<file path="src/rtl/rr4_pkg.sv">
// rr4_pkg: shared channel constants, FSM encoding and rotating priority search
// for the rr4 dispatch/merge family.
package rr4_pkg;
   localparam int CH_NUM = 4;
   localparam int CH_W   = 2;

   typedef enum logic {ST_IDLE = 1'b0, ST_LOCK = 1'b1} state_e;

   // Returns {found, index}; the search starts just after ptr and ends at ptr.
   function automatic logic [CH_W:0] rr_pick(input logic [CH_NUM-1:0] mask, input logic [CH_W-1:0] ptr);
      logic [CH_W-1:0] idx;
      rr_pick = '0;
      for (int k = CH_NUM; k >= 1; k--) begin
         idx = ptr + CH_W'(k);
         if (mask[idx]) rr_pick = {1'b1, idx};
      end
   endfunction
endpackage

</file>
<file path="src/rtl/rr4_disp_obuf.sv">
// rr4_disp_obuf: one-entry registered output stage, drains to the channel
// tagged on the stored beat and reloads in the same cycle when draining.
module rr4_disp_obuf
   import rr4_pkg::*;
#(
   parameter int DATA_W = 64
) (
   input  logic                clks,
   input  logic                reset,
   input  logic                load,
   input  logic [DATA_W-1:0]   in_data,
   input  logic                in_eop,
   input  logic [CH_W-1:0]     in_ch,
   input  logic [CH_NUM-1:0]   out_rdy,
   output logic                free,
   output logic [CH_NUM-1:0]   out_vld,
   output logic [DATA_W-1:0]   out_data,
   output logic                out_eop
);
   logic              obuf_vld_q, obuf_vld_d, obuf_eop_q, obuf_eop_d, drain;
   logic [DATA_W-1:0] obuf_data_q, obuf_data_d;
   logic [CH_W-1:0]   obuf_ch_q, obuf_ch_d;

   always_comb begin
      drain       = obuf_vld_q & out_rdy[obuf_ch_q];
      free        = !obuf_vld_q | drain;
      obuf_vld_d  = load | (obuf_vld_q & !drain);
      obuf_data_d = load ? in_data : obuf_data_q;
      obuf_eop_d  = load ? in_eop : obuf_eop_q;
      obuf_ch_d   = load ? in_ch : obuf_ch_q;
      out_vld     = {{(CH_NUM-1){1'b0}}, obuf_vld_q} << obuf_ch_q;
      out_data    = obuf_data_q;
      out_eop     = obuf_eop_q;
   end

   always_ff @(posedge clks) begin
      if (reset) begin
         obuf_vld_q  <= 1'b0;
         obuf_data_q <= '0;
         obuf_eop_q  <= 1'b0;
         obuf_ch_q   <= '0;
      end else begin
         obuf_vld_q  <= obuf_vld_d;
         obuf_data_q <= obuf_data_d;
         obuf_eop_q  <= obuf_eop_d;
         obuf_ch_q   <= obuf_ch_d;
      end
   end
endmodule

</file>
<file path="src/rtl/rr4_dispatch.sv">
// rr4_dispatch: packet round-robin distributor from one stream to 4 channels.
// Define RR4_DISPATCH_SKIP_BUSY_EN to skip channels not ready at packet start.
module rr4_dispatch
   import rr4_pkg::*;
#(
   parameter int DATA_W = 64
) (
   input  logic                clks,
   input  logic                reset,
   input  logic [CH_NUM-1:0]   ch_en,
   input  logic                in_vld,
   input  logic [DATA_W-1:0]   in_data,
   input  logic                in_eop,
   output logic                in_rdy,
   output logic [CH_NUM-1:0]   out_vld,
   output logic [DATA_W-1:0]   out_data,
   output logic                out_eop,
   input  logic [CH_NUM-1:0]   out_rdy,
   output logic [CH_W-1:0]     cur_ch
);
   state_e            state_q, state_d;
   logic [CH_W-1:0]   ptr_q, ptr_d, lock_ch_q, lock_ch_d, cand, obuf_ch;
   logic [CH_NUM-1:0] cand_mask;
   logic              cand_found, free, acc;

   always_comb begin
`ifdef RR4_DISPATCH_SKIP_BUSY_EN
      cand_mask = ch_en & out_rdy;
`else
      cand_mask = ch_en;
`endif
      {cand_found, cand} = rr_pick(cand_mask, ptr_q);
      // Gated by reset so nothing is accepted into a buffer that is being cleared.
      in_rdy    = !reset & free & ((state_q == ST_LOCK) | cand_found);
      acc       = in_vld & in_rdy;
      obuf_ch   = (state_q == ST_LOCK) ? lock_ch_q : cand;
      state_d   = acc ? (in_eop ? ST_IDLE : ST_LOCK) : state_q;
      lock_ch_d = (acc & (state_q == ST_IDLE)) ? cand : lock_ch_q;
      ptr_d     = (acc & (state_q == ST_IDLE)) ? cand : ptr_q;
      cur_ch    = (state_q == ST_LOCK) ? lock_ch_q : ptr_q;
   end

   always_ff @(posedge clks) begin
      if (reset) begin
         state_q   <= ST_IDLE;
         ptr_q     <= CH_W'(3);
         lock_ch_q <= CH_W'(3);
      end else begin
         state_q   <= state_d;
         ptr_q     <= ptr_d;
         lock_ch_q <= lock_ch_d;
      end
   end

   rr4_disp_obuf #(.DATA_W(DATA_W)) u_obuf (
      .clks     (clks),
      .reset    (reset),
      .load     (acc),
      .in_data  (in_data),
      .in_eop   (in_eop),
      .in_ch    (obuf_ch),
      .out_rdy  (out_rdy),
      .free     (free),
      .out_vld  (out_vld),
      .out_data (out_data),
      .out_eop  (out_eop)
   );
endmodule

</file>
<file path="config.mk">
export PLATFORM = sky130hd
export DESIGN_NAME = rr4_dispatch
export DESIGN_NICKNAME = d
export VERILOG_FILES = /design/src/rtl/rr4_pkg.sv /design/src/rtl/rr4_disp_obuf.sv /design/src/rtl/rr4_dispatch.sv
export SDC_FILE = /design/constraint.sdc
export NUM_CORES = 1
export LEC_CHECK = 0
export BUFFER_PORTS_ARGS = -buffer_cell sky130_fd_sc_hd__buf_2
export CAP_MARGIN = 20
export CORE_ASPECT_RATIO = 0.7
export CORE_UTILIZATION = 40
export CTS_BUF_LIST = sky130_fd_sc_hd__clkbuf_8
export DETAILED_ROUTE_END_ITERATION = 10
export MAX_ROUTING_LAYER = met4
export PLACE_DENSITY = 0.85
export SLEW_MARGIN = 25
export SYNTH_ARGS = -nofsm -noshare
export SYNTH_HDL_FRONTEND = slang
export SYNTH_HIERARCHICAL = 1
export SYNTH_SLANG_ARGS = --single-unit
</file>
<file path="constraint.sdc">
create_clock -name clks -period 2.05 [get_ports clks]
set_clock_uncertainty 0.2 [all_clocks]
set_input_delay 0.41 -clock clks [delete_from_list [all_inputs] [get_ports clks]]
set_output_delay 0.41 -clock clks [all_outputs]
set_load 0.02 [all_outputs]
</file>
# Word-level counts from Yosys, hierarchy flattened
# Index checks and enable logic that the tools add are counted.
dict set report totals {
  register_bits 71
  mem_count 0
  romBits 0
  latch_bits 0
  mem_bits_rw 0
  input_bits 76
}
dict set report op_classes {
  eq_ne 0
  bitwise 10
  div_mod_pow 0
  add_sub_neg 3
  reduce_logical 3
  n_mux 16
  shift 1
  mul 0
  order_cmp 5
}
# operator n
set ops {}
lappend ops {{2-bit by 3-bit less-than comparator with 1-bit output (second input constant)} 5}
lappend ops {{3-bit 2-to-1 mux} 4}
lappend ops {{1-bit binary-select mux with 2-bit select} 5}
lappend ops {{1-bit bitwise AND} 6}
lappend ops {{1-bit 2-to-1 mux} 6}
lappend ops {{2-bit adder (second input constant)} 2}
lappend ops {{1-bit by 2-bit << shifter with 4-bit output} 1}
lappend ops {{1-bit logical NOT} 3}
lappend ops {{1-bit bitwise OR} 3}
lappend ops {{2-bit by 1-bit adder with 2-bit output (second input constant)} 1}
lappend ops {{2-bit 2-to-1 mux} 1}
lappend ops {{1-bit inverter} 1}

# Logic depth before layout (Yosys ltp)
dict set report depth {
  word_depth 10
  ltp_mapped 10
  mapped_depth_nobuf 6
}

# Hierarchy
# Netlist, hierarchy kept.
# module seq_area_each_um2 area_per_inst_um2 instances cells_each
set by_module_without_submodules {}
lappend by_module_without_submodules {rr4_disp_obuf 1361.3 2516.2 1 232}
lappend by_module_without_submodules {rr4_dispatch 60.1 276.5 1 34}

# Least setup slack after synthesis
# No wires, ideal clock.
dict set report synth_path {
  path_kind {reg2reg}
  startpoint {register u_obuf.obuf_ch_q[0]}
  endpoint {register u_obuf.obuf_data_q[35] (netlist: u_obuf/out_data[35])}
  path_buffers 4
  t_arrival_ns 1.826
  setup_ns 0.128
  period_less_slack_ns 2.154
  stages_incl_launch_ff 11
  t_required_ns 1.722
  path_slack_ns -0.104
  path_cell_list {dfxtp_1 buf_6 mux4_2 nand2b_1 nand2_1 nor3_1 buf_2 buf_6 buf_6 mux2i_1 nor2_1}
}
dict set report synth_between {
  elab_chain_len 7
}
# item line
set synth_lines {}
lappend synth_lines {{start, declared} rr4_disp_obuf.sv:22} ;# logic [CH_W-1:0] obuf_ch_q, obuf_ch_d;
lappend synth_lines {{start signal, assigned} rr4_disp_obuf.sv:46} ;# obuf_ch_q <= obuf_ch_d;
lappend synth_lines {{1-bit binary-select mux with 2-bit select} rr4_disp_obuf.sv:25} ;# drain = obuf_vld_q & out_rdy[obuf_ch_q];
lappend synth_lines {{1-bit 2-to-1 mux (implied by the code)} rr4_disp_obuf.sv:25}
lappend synth_lines {{1-bit bitwise AND} rr4_disp_obuf.sv:25}
lappend synth_lines {{1-bit bitwise OR} rr4_disp_obuf.sv:26} ;# free = !obuf_vld_q | drain;
lappend synth_lines {{named net free} rr4_dispatch.sv:24} ;# logic cand_found, free, acc;
lappend synth_lines {{1-bit bitwise AND (2 in series)} rr4_dispatch.sv:34} ;# in_rdy = !reset & free & ((state_q == ST_LOCK) | cand_found);
lappend synth_lines {{1-bit bitwise AND} rr4_dispatch.sv:35} ;# acc = in_vld & in_rdy;
lappend synth_lines {{named net acc} rr4_dispatch.sv:24}
lappend synth_lines {{end signal, assigned} rr4_disp_obuf.sv:44} ;# obuf_data_q <= obuf_data_d;
lappend synth_lines {{end, declared} rr4_disp_obuf.sv:21} ;# logic [DATA_W-1:0] obuf_data_q, obuf_data_d;
# The timed path passes the listed nets, and every way through them passes these cells. The select of a mux whose other input is x is not followed.
# A chain may end at the register's enable or synchronous reset.

# Worst setup path in the final report
dict set report layout_path {
  startpoint {register u_obuf.obuf_ch_q[0]}
  endpoint {output port in_rdy}
}
dict set report layout_between {
  elab_chain_len 6
}
# item line
set layout_lines {}
lappend layout_lines {{1-bit binary-select mux with 2-bit select} rr4_disp_obuf.sv:25}
lappend layout_lines {{1-bit 2-to-1 mux (implied by the code)} rr4_disp_obuf.sv:25}
lappend layout_lines {{1-bit bitwise AND} rr4_disp_obuf.sv:25}
lappend layout_lines {{1-bit bitwise OR} rr4_disp_obuf.sv:26}
lappend layout_lines {{named net free} rr4_dispatch.sv:24}
lappend layout_lines {{1-bit bitwise AND (2 in series)} rr4_dispatch.sv:34}
lappend layout_lines {{end, declared} rr4_dispatch.sv:14} ;# output logic in_rdy,
# The timed path passes the listed nets, and every way through them passes these cells. The select of a mux whose other input is x is not followed.

==> key figures <==
Floorplanning
  • Boundary Pins: 148
  • Die height: 71.9 um
  • Starting utilization of the core area: 0.413
  • Floorplan die area: 0.00733 sq mm
  • Horizontal extent of the die: 102 um
  • Number of placement rows: 25
  • Area of the core region: 0.00676 sq mm

STA
  • Min Clock Period, post-route: 2.22 ns
  • Final number of max-transition violations: 0
  • Setup repair after global routing missed its margin: true
  • Pin slew with the least headroom to its limit: 0.395 ns
  • Highest clock rate: 450 MHz
  • Final count of negative-setup-slack endpoints: 69
  • Portion of the clock cycle consumed by the worst path in the final layout: 1.08
  • Worst Hold Slack: 0.105 ns
  • Final hold violation count: 0
  • Headroom to the max-slew limit: 0.737
  • Setup WS post-layout: -0.173 ns

Global route
  • Tot GR Track Use: 0.177
  • Wire length of the first global-routing pass: 9650 um
  • Vias in the first global route: 2221
  • GR Overflow Total: 0
  • Largest net degree at the start of global routing: 40
  • Antenna violations before repair: 0

Layout
  • Post-layout net count: 508
  • Non-filler instance count after layout: 531
  • Post-layout instance area: 0.00420 sq mm
  • Antenna diodes: 0
  • Layout cells sized above 1: 0.462
  • Area overhead of the layout relative to synthesis: 50.3%

Power and ir drop
  • VDD IR-drop max: 0.439 mV
  • Total chip power: 3.36 mW
  • Pwr dens: 800 mW/mm^2
  • Leakage: 2.05 nW

Logic synthesis
  • Adder and majority gate portion of the synthesized area: 0
  • Xor-xnor portion of the synthesized cell area: 0
  • Number of synthesized register bits: 71
  • Primary flip-flop cell chosen by synthesis mapping: sky130_fd_sc_hd__dfxtp_1
  • Post-synth design cell area: 0.00279 sq mm
  • Number of distinct library cells after synthesis: 37
  • Simple-gate share of the synthesized area: 0.147
  • Gate count of the mapped netlist: 266
  • Number of flops mapped to enable cells by yosys: 0
  • Synthesis warning total: 6
  • Net count after synthesis: 342
  • Share of the synthesized area in compound gates (AO/OA/AOI/OAI): 0.0363
  • Mean instance size in the synthesized netlist: 10.5 sq um
  • Seq/Total Area, Yosys: 0.509
  • Async set-reset flop share out of synthesis: 0
  • Multiplexer area fraction after synthesis: 0.259
  • Combinational family with the most area after synthesis: multiplexers

Routing
  • First drt pass iteration count: 4
  • Total wire length after detailed routing: 7730 um
  • Vias post-DR: 2536
  • Initial DRC Count: 109
  • Post-DR vias/cell: 4.78
  • DRT antenna net count: 0
  • Total DRC errors in the routed layout: 0
  • Average detailed-routed wire length per instance: 14.6 um

Run
  • Reported max-cap violation count: 0

Placement
  • Last weighted congestion value of the routability-driven placer: 0.839
  • Area post-placement: 0.00366 sq mm
  • Pre-CTS worst setup slack: -0.0780 ns
  • Total of buffers placed on input and output ports: 147
  • DP Wirelength: 4900 um
  • Cell count after placement: 499

Clock tree
  • Maximum clock path buffer count: 2
  • Number of buffers created by CTS: 9
  • Clock latency on the worst-skew pair: 0.34 ns
  • Count of hold buffers inserted by post-cts repair: 0
  • Number of clock sinks: 71
  • Number of H-tree levels: 3
  • Clock tree from TritonCTS: yes
  • CTS clock-pin slew for the worst setup and hold paths: 0.08 ns
  • Cell at the root of the clock tree: sky130_fd_sc_hd__clkbuf_8

Critical path
  • Worst path arrival time: 1.61 ns
  • CP Capture Point: in_rdy
  • Number of cells on the worst reg-to-reg path: 9
  • Worst setup EP type: output pin
  • Worst reg2reg startpoint: u_obuf/obuf_ch_q[0]
  • Critical path launch point type: register
  • Register-to-register setup slack: -0.13 ns
  • Destination of the worst register-to-register timing path: u_obuf/out_data[13]
  • Maximum fanout count along the critical path: 2
  • Startpoint-to-endpoint class of the critical path: reg2out
  • Worst setup path startpoint: u_obuf/obuf_ch_q[0]
  • Critical Path RT: 1.44 ns

Outcome
  • Outcome: finished with violations
  • Violations in the final reports: setup timing

Min path
  • Number of cells traversed by the worst hold path: 3
  • Class of the tightest hold or removal check: in2reg
-- critical path: stages (launching register included) --
cell and delay [ns]:
sky130_fd_sc_hd__dfxtp_2 0.35, sky130_fd_sc_hd__mux4_2 0.49, sky130_fd_sc_hd__nand2b_4 0.15, sky130_fd_sc_hd__nor3b_4 0.16
sky130_fd_sc_hd__buf_6 0.13
-- logic make-up (layout without fill, tap and decap cells) --
| kind of cell | Yosys count | after routing |
|---|---|---|
| multiplexers | 71 | 71 |
| AO/OA/AOI/OAI | 13 | 13 |
| AND/OR/NAND/NOR | 90 | 90 |
| buffers and inverters | 21 | 192 |
| flip-flops | 71 | 71 |
-- worst min path at each step --
stage / start / to / slack [ns]
6_report: in_data[17] / u_obuf/out_data[17] / 0.11
5_1_grt: in_data[16] / u_obuf/out_data[16] / 0.09
3_3_place_gp: u_obuf/out_data[18] / u_obuf/out_data[18] / 0.27
2_1_floorplan: reset / lock_ch_q[1] / 0.33
4_1_cts: in_data[16] / u_obuf/out_data[16] / 0.08
3_5_place_dp: u_obuf/out_data[47] / u_obuf/out_data[47] / 0.28
-- cell type report --
| cell class | instances | area (sq um) |
|---|---|---|
| Clock inverter | 7 | 97.6 |
| Multi-Input combinational cell | 174 | 1270 |
| Timing Repair Buffer | 173 | 1150 |
| Fill cell | 548 | 2560 |
| Inverter | 3 | 11.3 |
| Clock buffer | 9 | 124 |
| Tap cell | 94 | 118 |
| Sequential cell | 71 | 1420 |
-- sequential cells by signal, indices dropped and copies added, names as in the netlist --
name               cells
u_obuf/out_data       64
u_obuf/obuf_vld_q      1
u_obuf/obuf_ch_q       2
u_obuf/out_eop         1
lock_ch_q              2
state_q                1
-- cells in the final DEF (no fill, tap or decap), types with 3 or more instances in the layout --
cell type and n:
sky130_fd_sc_hd__buf_12 3, sky130_fd_sc_hd__buf_2 146, sky130_fd_sc_hd__buf_4 9, sky130_fd_sc_hd__buf_6 4, sky130_fd_sc_hd__buf_8 3, sky130_fd_sc_hd__clkbuf_16 7
sky130_fd_sc_hd__clkbuf_8 9, sky130_fd_sc_hd__dfxtp_1 70, sky130_fd_sc_hd__inv_1 3, sky130_fd_sc_hd__mux2i_1 70, sky130_fd_sc_hd__nor2_1 70, sky130_fd_sc_hd__nor2b_1 3
-- cell usage after synthesis, types with 2 or more instances --
library cell / count / area (sq um)
sky130_fd_sc_hd__buf_2: 6 / 30.0
sky130_fd_sc_hd__inv_1: 2 / 7.51
sky130_fd_sc_hd__buf_6: 5 / 56.3
sky130_fd_sc_hd__dfxtp_1: 71 / 1420
sky130_fd_sc_hd__clkbuf_1: 3 / 11.3
sky130_fd_sc_hd__buf_4: 3 / 22.5
sky130_fd_sc_hd__and3b_2: 2 / 20.0
sky130_fd_sc_hd__nor3b_1: 3 / 22.5
sky130_fd_sc_hd__nor2b_1: 3 / 18.8
sky130_fd_sc_hd__nor2_1: 70 / 263
sky130_fd_sc_hd__nand2_1: 3 / 11.3
sky130_fd_sc_hd__mux2i_1: 70 / 701
-- per-layer routing --
metal	routed length, um	GRT usage
met2	3490	0.302
met4	78	0.0794
met3	690	0.0597
met1	3470	0.188
met5	0	-
-- what timing repair did --
action,in CTS,in global routing
resized for setup,1,12
pin swaps,0,4
cloned,0,11
setup endpoints to repair,1,64
setup buffers,1,4
-- where the power goes --
part | switching, mW | internal [mW]
logic | 0.321 | 0.306
registers | 0.0483 | 1.46
clock network | 0.536 | 0.689
total | 0.906 | 2.45
-- per-stage QoR --
step | TNS (ns) | utilization
2_1_floorplan | -1.14 | -
3_3_place_gp | -0.849 | 0.542
3_5_place_dp | -2.29 | 0.542
4_1_cts | -2.18 | 0.576
5_1_grt | -11.57 | 0.621
6_report | -5.18 | 0.621
(Power assumes the default switching activity.)
